===== config.mk =====
export PLATFORM = sky130hd
export DESIGN_NAME = spi_rx_deserializer
export DESIGN_NICKNAME = d
export VERILOG_FILES = /design/src/rtl/spi_rx_deserializer.sv
export SDC_FILE = /design/constraint.sdc
export NUM_CORES = 1
export LEC_CHECK = 0
export ABC_AREA = 0
export CORE_MARGIN = 3
export CORE_UTILIZATION = 54
export DETAILED_ROUTE_END_ITERATION = 8
export GPL_TIMING_DRIVEN = 1
export PLACE_DENSITY = 0.84
export SLEW_MARGIN = 25
export SYNTH_ARGS = -nofsm -noshare
export SYNTH_HDL_FRONTEND = slang
export SYNTH_SLANG_ARGS = --single-unit
export TNS_END_PERCENT = 100

===== constraint.sdc =====
create_clock -name clk -period 2.3 [get_ports clk]
set_clock_uncertainty 0.15 [all_clocks]
set_input_delay 0.46 -clock clk [delete_from_list [all_inputs] [get_ports clk]]
set_output_delay 0.46 -clock clk [all_outputs]
set_load 0.01 [all_outputs]

===== src/rtl/spi_rx_deserializer.sv =====
// SPI receive deserializer: oversamples sclk/mosi/cs, assembles LSB-first frames into a one-entry
// valid/ready output buffer. Define SPI_RX_TIMEOUT_EN to abort frames whose sclk stalls while cs is low.
module spi_rx_deserializer #(
    parameter int DATA_W      = 12,
    parameter int SYNC_STAGES = 2,
    parameter int TIMEOUT_CYC = 64
) (
    input  logic              clk,
    input  logic              rst,
    input  logic              sclk,
    input  logic              mosi,
    input  logic              cs,
    output logic [DATA_W-1:0] dout,
    output logic              dout_valid,
    input  logic              dout_ready,
    output logic              done,
    output logic              frame_err,
    output logic              overrun
);

    localparam int CNT_W = $clog2(DATA_W + 1);

    typedef enum logic [1:0] {
        WAIT_CS,
        IDLE,
        RECV
    } state_e;

    if (SYNC_STAGES < 2 || TIMEOUT_CYC < 1) begin : g_bad_param
        $error("spi_rx_deserializer: SYNC_STAGES must be >= 2 and TIMEOUT_CYC >= 1");
    end

    state_e state_q, state_d;

    logic [SYNC_STAGES-1:0] sclk_sync_q, mosi_sync_q, cs_sync_q, primed_q;
    logic                   sclk_prev_q;
    logic                   sclk_s, mosi_s, cs_s, primed, rise;

    logic [DATA_W-1:0] shift_q, shift_d;
    logic [CNT_W-1:0]  bitcnt_q, bitcnt_d;
    logic [DATA_W-1:0] dout_q, dout_d;
    logic              dout_valid_q, dout_valid_d;
    logic              done_q, done_d;
    logic              frame_err_q, frame_err_d;
    logic              overrun_q, overrun_d;
    logic              last_bit, timeout_hit;

    // NOTE: sequential state uses non-blocking assignments only; all next-state math lives in always_comb.
    always_ff @(posedge clk) begin
        if (rst) begin
            sclk_sync_q <= '0;
            mosi_sync_q <= '0;
            cs_sync_q   <= '1;
            primed_q    <= '0;
            sclk_prev_q <= 1'b0;
        end else begin
            sclk_sync_q <= {sclk_sync_q[SYNC_STAGES-2:0], sclk};
            mosi_sync_q <= {mosi_sync_q[SYNC_STAGES-2:0], mosi};
            cs_sync_q   <= {cs_sync_q[SYNC_STAGES-2:0], cs};
            primed_q    <= {primed_q[SYNC_STAGES-2:0], 1'b1};
            sclk_prev_q <= sclk_s;
        end
    end

    assign sclk_s = sclk_sync_q[SYNC_STAGES-1];
    assign mosi_s = mosi_sync_q[SYNC_STAGES-1];
    assign cs_s   = cs_sync_q[SYNC_STAGES-1];
    assign rise   = sclk_s & ~sclk_prev_q;
    // The cs preset must not let WAIT_CS exit until the real pin value has flushed through the synchronizer.
    assign primed = primed_q[SYNC_STAGES-1];

    assign last_bit = (bitcnt_q == CNT_W'(DATA_W - 1));

`ifdef SPI_RX_TIMEOUT_EN
    localparam int TMO_W = $clog2(TIMEOUT_CYC + 1);
    logic [TMO_W-1:0] tmo_q, tmo_d;

    always_comb begin
        tmo_d = '0;
        if (state_q == RECV && !cs_s && !rise) begin
            tmo_d = tmo_q + TMO_W'(1);
        end
    end

    assign timeout_hit = (state_q == RECV) && !cs_s && !rise && (tmo_q == TMO_W'(TIMEOUT_CYC - 1));

    always_ff @(posedge clk) begin
        if (rst) begin
            tmo_q <= '0;
        end else begin
            tmo_q <= tmo_d;
        end
    end
`else
    assign timeout_hit = 1'b0;
`endif

    // State register
    always_ff @(posedge clk) begin
        if (rst) begin
            state_q <= WAIT_CS;
        end else begin
            state_q <= state_d;
        end
    end

    // Next-state logic; cs_s takes priority over a coincident rise event.
    always_comb begin
        state_d = state_q;
        unique case (state_q)
            WAIT_CS: if (primed && cs_s) state_d = IDLE;
            IDLE:    if (!cs_s) state_d = RECV;
            RECV: begin
                if (cs_s)                  state_d = IDLE;
                else if (rise && last_bit) state_d = WAIT_CS;
                else if (timeout_hit)      state_d = WAIT_CS;
            end
            default: state_d = WAIT_CS;
        endcase
    end

    // Output and datapath logic
    // NOTE: every variable gets a default at the top of the block so no path infers a latch.
    always_comb begin
        shift_d      = shift_q;
        bitcnt_d     = bitcnt_q;
        dout_d       = dout_q;
        dout_valid_d = dout_valid_q;
        done_d       = 1'b0;
        frame_err_d  = 1'b0;
        overrun_d    = 1'b0;

        if (dout_valid_q && dout_ready) begin
            dout_valid_d = 1'b0;
        end

        unique case (state_q)
            IDLE: begin
                if (!cs_s) begin
                    shift_d  = '0;
                    bitcnt_d = '0;
                end
            end
            RECV: begin
                if (cs_s) begin
                    frame_err_d = 1'b1;
                end else if (rise) begin
                    shift_d[bitcnt_q] = mosi_s;
                    bitcnt_d          = bitcnt_q + CNT_W'(1);
                    if (last_bit) begin
                        if (!dout_valid_q || dout_ready) begin
                            dout_d       = shift_d;
                            dout_valid_d = 1'b1;
                            done_d       = 1'b1;
                        end else begin
                            overrun_d = 1'b1;
                        end
                    end
                end else if (timeout_hit) begin
                    frame_err_d = 1'b1;
                end
            end
            default: ;
        endcase
    end

    always_ff @(posedge clk) begin
        if (rst) begin
            shift_q      <= '0;
            bitcnt_q     <= '0;
            dout_q       <= '0;
            dout_valid_q <= 1'b0;
            done_q       <= 1'b0;
            frame_err_q  <= 1'b0;
            overrun_q    <= 1'b0;
        end else begin
            shift_q      <= shift_d;
            bitcnt_q     <= bitcnt_d;
            dout_q       <= dout_d;
            dout_valid_q <= dout_valid_d;
            done_q       <= done_d;
            frame_err_q  <= frame_err_d;
            overrun_q    <= overrun_d;
        end
    end

    assign dout       = dout_q;
    assign dout_valid = dout_valid_q;
    assign done       = done_q;
    assign frame_err  = frame_err_q;
    assign overrun    = overrun_q;

endmodule


==> Word level (Yosys, flattened, before mapping) <==
Index checks and enable logic that the tools add are counted.
{ "word_totals": {"regBits": 43, "inputBits": 6, "word_cells": 70, "latch_bits": 0, "mem_bits_ro": 0, "ramBits": 0, "memories": 0, "output_inout_bits": 16} }
{ "classes": {"div": 0, "multipliers": 0, "muxes": 26, "shifts": 0, "n_reduce_logical": 13, "n_addsub": 1, "n_eq_ne": 8, "n_lt_le_gt_ge": 2, "n_bitwise": 6} }
{ "ops": {"columns": ["operator", "count"], "rows": [
  ["2-to-1 mux 12 bit", 3],
  ["case mux 12 bit (2 select lines)", 1],
  ["bitwise mux 12 bit", 1],
  ["2-to-1 mux 4 bit", 3],
  ["2-to-1 mux 1 bit", 11],
  ["2-to-1 mux 2 bit", 4],
  ["!= test 2 bit, second input constant", 4],
  ["case mux 4 bit (2 select lines)", 1],
  ["case mux 2 bit (3 select lines)", 1],
  ["less-than comparator 4 x 5 -> 1 bit, second input constant", 1],
  ["NOT 1 bit", 5],
  ["AND reduction 5 bit", 1],
  ["OR reduction 5 bit", 1],
  ["adder 4 x 1 -> 4 bit, second input constant", 1],
  ["demux 1 bit (select 4 bit)", 1],
  ["equality test 4 bit, second input constant", 1],
  [">= comparator 4 x 1 -> 1 bit, second input constant", 1],
  ["logical AND 1 bit", 4],
  ["AND reduction 4 bit", 1],
  ["!= test 3 bit, second input constant", 1],
  ["AND reduction 3 bit", 1],
  ["equality test 2 x 1 -> 1 bit, second input constant", 1],
  ["equality test 2 bit, second input constant", 1],
  ["zero test 2 bit", 1],
  ["other kinds (5)", 5]
]} }

==> Logic depth before layout (Yosys ltp) <==
Gate-level depths: netlist of run 1.
{ "logic_depth": {"ltp_word": 8, "ltp_mapped": 5, "ltp_nobuf": 5} }

==> Least setup slack after synthesis of run 1 <==
Ideal clock, no wire load.
{ "synth_timing": {"path_type": "register -> register", "from": "register bitcnt_q[0]", "to": "register dout_q[1] (netlist: dout[1])", "stages_incl_launch_ff": 6, "t_arrival_ns": 1.417, "required_time_ns": 2.081, "setup_slack_ns": 0.664, "setup_ns": 0.069, "synth_period_minus_slack_ns": 1.636, "n_path_buf": 1, "path_cell_list": "dfxtp_1 ha_1 nand4bb_1 or4_4 buf_6 o21ai_1"} }
{ "synth_via": {"elab_chain_len": 5, "elab_cells_between_ends": 8, "cone_classes": "2 x order compare; 1 x eq/ne; 3 x mux; 2 x reduce/logical"} }
{ "synth_lines": {"columns": ["item", "line", "rtl"], "rows": [
  ["from (decl)", "40", "logic [CNT_W-1:0] bitcnt_q, bitcnt_d;"],
  ["from (signal assigned)", "178", "bitcnt_q <= bitcnt_d;"],
  ["less-than comparator 4 x 5 -> 1 bit (not written as such) or >= comparator 4 x 1 -> 1 bit (tied branches)", "148", "shift_d[bitcnt_q] = mosi_s;"],
  ["logical AND 1 bit (not written as such)", "148", null],
  ["2-to-1 mux 1 bit (not written as such)", "148", null],
  ["demux 1 bit (select 4 bit)", "148", null],
  ["bitwise mux 12 bit", "148", null],
  ["to (signal assigned)", "179", "dout_q <= dout_d;"],
  ["to (decl)", "41", "logic [DATA_W-1:0] dout_q, dout_d;"]
]} }
Parallel ways exist; a longest one is shown, timed or not.
A chain may end at the register's enable or synchronous reset.

==> Final worst setup path of run 1 <==
{ "layout_timing": {"from": "register state_q[1]", "to": "register dout_q[0] (netlist: dout[0])"} }
{ "layout_via": {"elab_chain_len": 2} }
{ "layout_lines": {"columns": ["item", "line", "rtl"], "rows": [
  ["from (decl)", "33", "state_e state_q, state_d;"],
  ["from (signal assigned)", "103", "state_q <= state_d;"],
  ["equality test 2 bit", "137", "unique case (state_q)"],
  ["AND reduction 5 bit (no source line)", null, null]
]} }
No other way between the ends.

==> metrics.csv, run 1 <==
stage;metric;value;unit
logic_synthesis;netlist_area;1750;um2
finish;nets;200;
timing;drv_slew;0;
power_and_ir_drop;ir_worst_vdd;0.412;mV
power_and_ir_drop;p_comb_frac;0.039;
power_and_ir_drop;power;1.17;mW
power_and_ir_drop;powerDensity;566;nW/um2
timing;worstMarginPinSlew;0.493;ns
global_routing;overflow;0;
clock_tree;post_cts_buffers;0;
clock_tree;clock-sinks;42;
finish;mostFrequentLayoutCell;dfxtp_1;
routing;drt_iter0_drc;61;
timing;timing.final.ws_setup;0.318;ns
timing;hold_violations;0;
timing;slew_headroom;0.671;
placed_design;dp_slack;0.197;ns
power_and_ir_drop;internal_power;906;uW
power_and_ir_drop;p_sw;261;uW
logic_synthesis;syn_inst;168;
run_status;status;completed;
logic_synthesis;synth.top_cell.area_share;0.481;
logic_synthesis;synth-seq-cells;42;
global_routing;antenna_found_initial;0;
timing;setup_viol;0;
placed_design;place_congestion;0.763;
routing;drcViolationCount;0;
die;dieArea;3950;um2
critical_path;cp-start-kind;flip-flop;
logic_synthesis;syn_area_per_cell;10.4;um2
power_and_ir_drop;leakagePower;0.725;nW
logic_synthesis;ys_warn_count;0;
global_routing;grt_usage;0.219;
finish;antenna_cells;0;
die;die_h;62.9;um
clock_tree;cts_buffers;5;
timing;period_share;0.862;
clock_tree;cts_resized;0;
placed_design;post-dp-hpwl;2.70;mm
logic_synthesis;yosysTopAreaCell;dfxtp_1;
routing;ant_nets;0;
routing;finalWirelength;3.89;mm
global_routing;grt_pass1_wl;6.88;mm
timing;period_needed;1.98;ns
clock_tree;tritoncts;done;
die;die_x;62.9;um
logic_synthesis;ys_top_cells_by_area;dfxtp_1, mux2i_1, o311ai_0;
die;initial_core_util;0.567;
global_routing;grt_max_degree;19;
die;core_area;3080;um2
power_and_ir_drop;seq_power_share;0.638;
run;drv_cap;0;
routing;viasPerCell;5.89;
clock_tree;root_buffer;clkbuf_4;
finish;final_cell_mix;dfxtp_1, clkdlybuf4s50_1, mux2i_1, o311ai_0, o2bb2ai_1;
critical_path;cp.required;2.42;ns
critical_path;critical_path_arrival;2.10;ns
clock_tree;h-tree-depth;2;
clock_tree;insertion_delay;0.35;ns
global_routing;grt_pass1_vias;1416;
routing;first_pass_iters;4;
power_and_ir_drop;sw_frac_of_total;0.223;
critical_path;critical_path.max_fanout;12;
timing;fin_tns_setup;0;ns
placed_design;io_buffers;21;
die;num_rows;20;
routing;wl_per_cell;16.5;um
logic_synthesis;synth_fp_nets;178;
clock_tree;clkTransAtPathRegs;0.11;ns
worst_hold_path;hp-class;flip-flop to flip-flop;
power_and_ir_drop;power.share.clock;0.323;
critical_path;path_class;flip-flop to flip-flop;
timing;rsz0062_at_grt;no;
die;io_pins;22;
critical_path;end_kind;flip-flop;
logic_synthesis;synth_cell_type_count;32;
clock_tree;holdBufCountCts;0;
timing;max_freq;505;MHz
logic_synthesis;ys_seq_area_frac;0.481;
routing;vias;1385;
clock_tree;ctsLongestPathBuffers;2;
finish;layout-drive-gt1-share;0.0995;
finish;area_growth;18.1;%
==> power by group through the flow <==
stage                     Combinational [mW]  Sequential [mW]  Clock [mW]
final                                 0.0456            0.744       0.377
after detailed placement              0.0458            0.761           0
after global placement                0.0435            0.760           0
after floorplan                       0.0282            0.757           0
after CTS                             0.0458            0.744       0.388
after global routing                  0.0505            0.746       0.421
==> registers in the layout (all words and copies together) (netlist names) <==
name / cells
sclk_prev_q: 1
sclk_sync_q: 2
state_q: 2
frame_err: 1
bitcnt_q: 4
overrun: 1
done: 1
cs_sync_q: 2
primed_q: 2
dout_valid: 1
mosi_sync_q: 2
shift_q: 11
dout: 12
==> cell families after synthesis <==
family	Yosys count	synth area share
AOI/OAI and AO/OA	46	0.196
adders and majority gates	4	0.0287
buffers and inverters	19	0.0466
DFF	42	0.481
muxes	13	0.0745
and+or+nand+nor	44	0.173
==> through the flow <==
stage | util | area (um2) | cells | hold slack, ns
2_1_floorplan | - | 1750 | 168 | 0.239
3_3_place_gp | 0.650 | 2000 | 227 | 0.242
3_5_place_dp | 0.650 | 2000 | 227 | 0.247
4_1_cts | 0.670 | 2060 | 235 | 0.274
5_1_grt | 0.670 | 2060 | 235 | 0.280
6_report | 0.670 | 2060 | 235 | 0.271
==> synthesized netlist by cell type <==
cell,instances
dfxtp_1,42
mux2i_1,13
o311ai_0,13
o2bb2ai_1,11
nand3b_1,10
clkbuf_1,9
o21ai_1,9
inv_1,7
nor2b_1,6
nor3b_1,5
ha_1,4
nand2b_1,4
nand3_1,4
o21ai_0,4
nor2_1,3
or2_2,3
a211oi_1,2
a21oi_1,2
buf_2,2
nand4bb_1,2
nor3_1,2
a21boi_0,1
and2b_1,1
and4bb_2,1
buf_6,1
nand2_1,1
o311a_1,1
o31a_1,1
o31ai_1,1
o41ai_1,1
or3b_2,1
or4_4,1
==> worst paths after layout <==
| check | start | endpoint | slack (ns) | cells past startpoint |
|---|---|---|---|---|
| setup / recovery | state_q[1] | dout[0] | 0.32 | 3 |
| hold / removal | cs_sync_q[0] | cs_sync_q[1] | 0.27 | 1 |
| setup reg to reg | state_q[1] | dout[0] | 0.32 | 3 |
| hold reg to reg | cs_sync_q[0] | cs_sync_q[1] | 0.27 | 1 |
==> worst max-delay path: stages (launching register included) <==
cell,delay [ns]
dfxtp_1,0.48
nand4bb_1,0.36
or4_4,0.69
o21ai_0,0.22
==> layout make-up <==
class	count	area, um2
inverter	7	26.3
clock buffer	7	55.1
tap	44	55.1
timing repair buffer	27	255
clock inverter	1	5.00
fill	242	1020
sequential	42	841
multi-input combinational	107	825
==> per-layer routing <==
| metal | vias up | GRT usage | wire [um] |
|---|---|---|---|
| li1 | 673 | - | - |
| met1 | 676 | 0.271 | 1750 |
| met2 | 30 | 0.356 | 1920 |
| met3 | 6 | 0.0647 | 163 |
| met4 | 0 | 0.0826 | 54 |
| met5 | - | 0 | 0 |
Power figures use the tool's default switching activity.
==> run 2: changes to the inputs <==
- CORE_MARGIN: 3 -> not set
==> run 2 against run 1 <==
Register-to-register slack improved by 0.097 ns; power is 0.11% higher; global-route usage rose by 2.7 points; critical endpoint is now dout_valid; largest cell class unchanged; largest power group unchanged.
==> metrics.csv, run 2 (synthesis results as in run 1) <==
stage;metric;value;unit
run_status;status;completed;
finish;mostFrequentLayoutCell;dfxtp_1;
critical_path;crit_start;dout_valid;
finish;layout-drive-gt1-share;0.104;
die;dieArea;3470;um2
critical_path;crit_slowest_cell;clkdlybuf4s50_1;
routing;drcViolationCount;0;
clock_tree;holdBufCountCts;0;
placed_design;place_congestion;0.815;
power_and_ir_drop;leakagePower;0.730;nW
clock_tree;h-tree-depth;2;
timing;period_needed;1.88;ns
global_routing;antenna_found_initial;0;
critical_path;path_class;flip-flop to primary output;
timing;drv_slew;0;
worst_hold_path;hp-class;flip-flop to flip-flop;
routing;wl_per_cell;15.7;um
finish;final_cell_mix;dfxtp_1, clkdlybuf4s50_1, mux2i_1, o311ai_0, o2bb2ai_1;
clock_tree;insertion_delay;0.36;ns
critical_path;cp.required;1.69;ns
global_routing;overflow;0;
critical_path;end_kind;primary output;
placed_design;post-dp-hpwl;2.61;mm
routing;ant_nets;0;
timing;fin_tns_setup;0;ns
critical_path;worstPathBufferInverterCount;1;
routing;drt_iter0_drc;56;
timing;rsz0062_at_grt;no;
routing;viasPerCell;5.74;
clock_tree;clkTransAtPathRegs;0.11;ns
critical_path;critical_path.max_fanout;3;
power_and_ir_drop;ir_worst_vdd;0.418;mV
finish;fin_util;0.678;
critical_path;crit_chain;clkdlybuf4s50_1;
global_routing;grt_max_degree;19;
critical_path;reg2reg_from;bitcnt_q[0];
clock_tree;root_buffer;clkbuf_4;
power_and_ir_drop;power;1.17;mW
die;die_x;58.9;um
critical_path;slowest_delay;0.54;ns
critical_path;cp_top_family;buffers and inverters;
clock_tree;ctsLongestPathBuffers;2;
clock_tree;cts_buffers;5;
clock_tree;clock-sinks;42;
die;num_rows;20;
clock_tree;cts_resized;0;
die;core_area;3050;um2
timing;setup_viol;0;
timing;max_freq;531;MHz
timing;hold_violations;0;
global_routing;grt_pass1_vias;1346;
die;die_h;58.9;um
global_routing;grt_pass1_wl;6.18;mm
finish;area_growth;18.5;%
die;io_pins;22;
critical_path;cp-start-kind;flip-flop;
clock_tree;post_cts_buffers;0;
placed_design;io_buffers;21;
global_routing;grt_usage;0.246;
finish;largest_reg_flops;12;
worst_hold_path;hp-start;cs_sync_q[0];
routing;vias;1354;
routing;first_pass_iters;4;
finish;antenna_cells;0;
timing;period_share;0.819;
critical_path;critical_path_arrival;1.27;ns
timing;slew_headroom;0.664;
run;drv_cap;0;
placed_design;dp_slack;0.218;ns
timing;timing.final.ws_setup;0.416;ns
clock_tree;tritoncts;done;
routing;finalWirelength;3.70;mm
timing;worstMarginPinSlew;0.504;ns
finish;nets;201;
power_and_ir_drop;powerDensity;564;nW/um2
die;initial_core_util;0.572;
run 2: cell types whose count changed in the layout (fill, tap and decap cells not counted):
cell | previous run | this run
buf_4 | 6 | 7
run 2: area by class of cell:
class / count / area [um2]
clock inverter: 1 / 5.00
tap: 44 / 55.1
inverter: 7 / 26.3
clock buffer: 7 / 55.1
sequential: 42 / 841
timing repair buffer: 28 / 263
multi-input combinational: 107 / 825
fill: 249 / 983
run 2: routing by layer:
layer	routed length (um)	global-route usage
met1	1650	0.291
met2	1790	0.391
met3	168	0.0879
met4	89	0.126
met5	0	0
run 2: worst register-to-register path: cells and delay by family, from the launching register on:
family / cells / cell delay (ns)
AOI/OAI and AO/OA: 1 / 0.21
adders and majority gates: 1 / 0.26
and+or+nand+nor: 2 / 0.80
DFF: 1 / 0.40
run 2: power by group:
part / total (mW) / internal (mW) / switching [mW] / leakage [nW]
sequential: 0.744 / 0.736 / 0.00831 / 0.340
clock: 0.379 / 0.148 / 0.231 / 0.0353
combinational: 0.0453 / 0.0220 / 0.0233 / 0.354
total: 1.17 / 0.906 / 0.262 / 0.730
run 2: worst paths after layout:
| check | endpoint | slack [ns] | cells after the start |
|---|---|---|---|
| setup / recovery | dout_valid | 0.42 | 1 |
| hold / removal | cs_sync_q[1] | 0.27 | 1 |
| setup reg to reg | dout[0] | 0.42 | 4 |
| hold reg to reg | cs_sync_q[1] | 0.27 | 1 |
run 2: per-stage QoR:
step	instances	instance area (um2)	hold WS, ns
after floorplan	168	1750	0.239
after global placement	228	2010	0.242
after detailed placement	228	2010	0.249
after CTS	236	2070	0.277
after global routing	236	2070	0.289
final	236	2070	0.273
==> RTL edit (config.mk and constraints of run 2) <==
Build with the macro `SPI_RX_TIMEOUT_EN` defined.
--- a/src/rtl/spi_rx_deserializer.sv
+++ b/src/rtl/spi_rx_deserializer.sv
@@ -2,2 +2,4 @@
 // valid/ready output buffer. Define SPI_RX_TIMEOUT_EN to abort frames whose sclk stalls while cs is low.
+`define SPI_RX_TIMEOUT_EN
+
 module spi_rx_deserializer #(
Function: same outputs for any inputs over 10 cycles, from zero or initial values and one cycle with rst high; that may be too few to reach the edited logic, so the function may still have changed.
==> RTL edit against run 2 <==
- largest cell class is now multi-input gates
- core utilization fell by 0.96 points
- wire length rose by 11%
- largest power group unchanged
- sequential power rose by 16%
- synthesized area rose by 20%
- global-route usage fell by 1.9 points
- clock power rose by 26%
- non-clock buffer count rose by 3
- sequential cell count rose by 7
- highest routed layer unchanged
- synthesized cell count rose by 26%
- die area rose by 19%
- total power rose by 19%
- worst setup slack improved by 0.035 ns
- final area rose by 19%
==> RTL edit: results <==
{
  "pre_cts_slack_ns": 0.171,
  "fillers": 292,
  "critPathSlowestCell": "nor2b_1",
  "vias": 1668,
  "holdWs_ns": 0.268,
  "critPathMaxFanout": 12,
  "drtIter0Drc": 69,
  "max_stage_delay_ns": 0.70,
  "dp_hpwl_um": 2840,
  "drive_gt1_frac": 0.106,
  "setup.worst_path.start": "dout_ready",
  "outcome": "complete, no violations",
  "viasPerCell": 5.89,
  "wl_um": 4120,
  "gp_congestion": 0.820,
  "clockRootBuffer": "clkbuf_8",
  "vdd_drop_max_mv": 0.439,
  "layout.nets": 245,
  "reg2reg_from": "state_q[1]$_SDFFE_PP0P_",
  "ys_seq_area_frac": 0.468,
  "syn_avg_cell_area_um2": 9.93,
  "clk_latency_ns": 0.30,
  "synth.distinct_cells": 39,
  "fmax_mhz": 541,
  "grt_pass1_wl_um": 7200,
  "grt_pass1_vias": 1587,
  "placed_cells": 275,
  "r2r-end": "dout[2]$_SDFFE_PP0P_",
  "syn_nets": 222,
  "wl_met1_um": 1920,
  "synth_area_leaders": "dfxtp_1 (47%), mux2i_1 (5.7%), nor2b_1 (5.7%)",
  "wl_met2_um": 1980,
  "synthTopCellsByCount": "dfxtp_1 (49), nor2b_1 (19)",
  "met3_length_um": 136,
  "r2r_slack_ns": 0.50,
  "grt_max_degree": 18,
  "grt_usage": 0.226
}
RTL edit: cell count changes in the layout (fill, tap and decap cells not counted), sizes merged, moves of 3 or more:
cell and delta:
nor2b +13, o311ai -13, o41ai +11, dfxtp +7, nand2 +6, a21oi +4, and3 +3, buf +3
RTL edit: cell families (layout without fill, tap and decap cells):
| family | Yosys count | after routing | synth area share |
|---|---|---|---|
| fa+ha+maj | 5 | 5 | 0.0299 |
| compound gates | 49 | 49 | 0.168 |
| xor+xnor | 3 | 3 | 0.0125 |
| mux | 14 | 14 | 0.0681 |
| simple gates | 71 | 71 | 0.216 |
| buf+inv | 20 | 44 | 0.0376 |
| flops | 49 | 49 | 0.468 |
RTL edit: power breakdown:
| group | switching (W) | internal [W] |
|---|---|---|
| Clock | 0.000262 | 0.000215 |
| Combinational | 0.0000231 | 0.0000221 |
| Sequential | 0.00000995 | 0.000856 |
RTL edit: worst max-delay path: cells and delay by family:
kind                   cells  cell delay, ns
AO/OA/AOI/OAI              2            0.36
buffers and inverters      1            0.41
AND/OR/NAND/NOR            1            0.70
RTL edit: final cells by class:
| cell class | count | area [µm²] | area share |
|---|---|---|---|
| sequential | 49 | 981 | 0.398 |
| multi-input combinational | 142 | 1040 | 0.420 |
| inverter | 5 | 18.8 | 0.00761 |
| tap | 48 | 60.1 | 0.0244 |
| clock buffer | 7 | 76.3 | 0.0310 |
| clock inverter | 1 | 7.51 | 0.00305 |
| timing repair buffer | 31 | 285 | 0.116 |
RTL edit: per-layer routing:
layer,vias up,track usage
li1,816,-
met1,803,0.294
met2,41,0.357
met3,8,0.0464
met4,0,0.108
met5,-,0
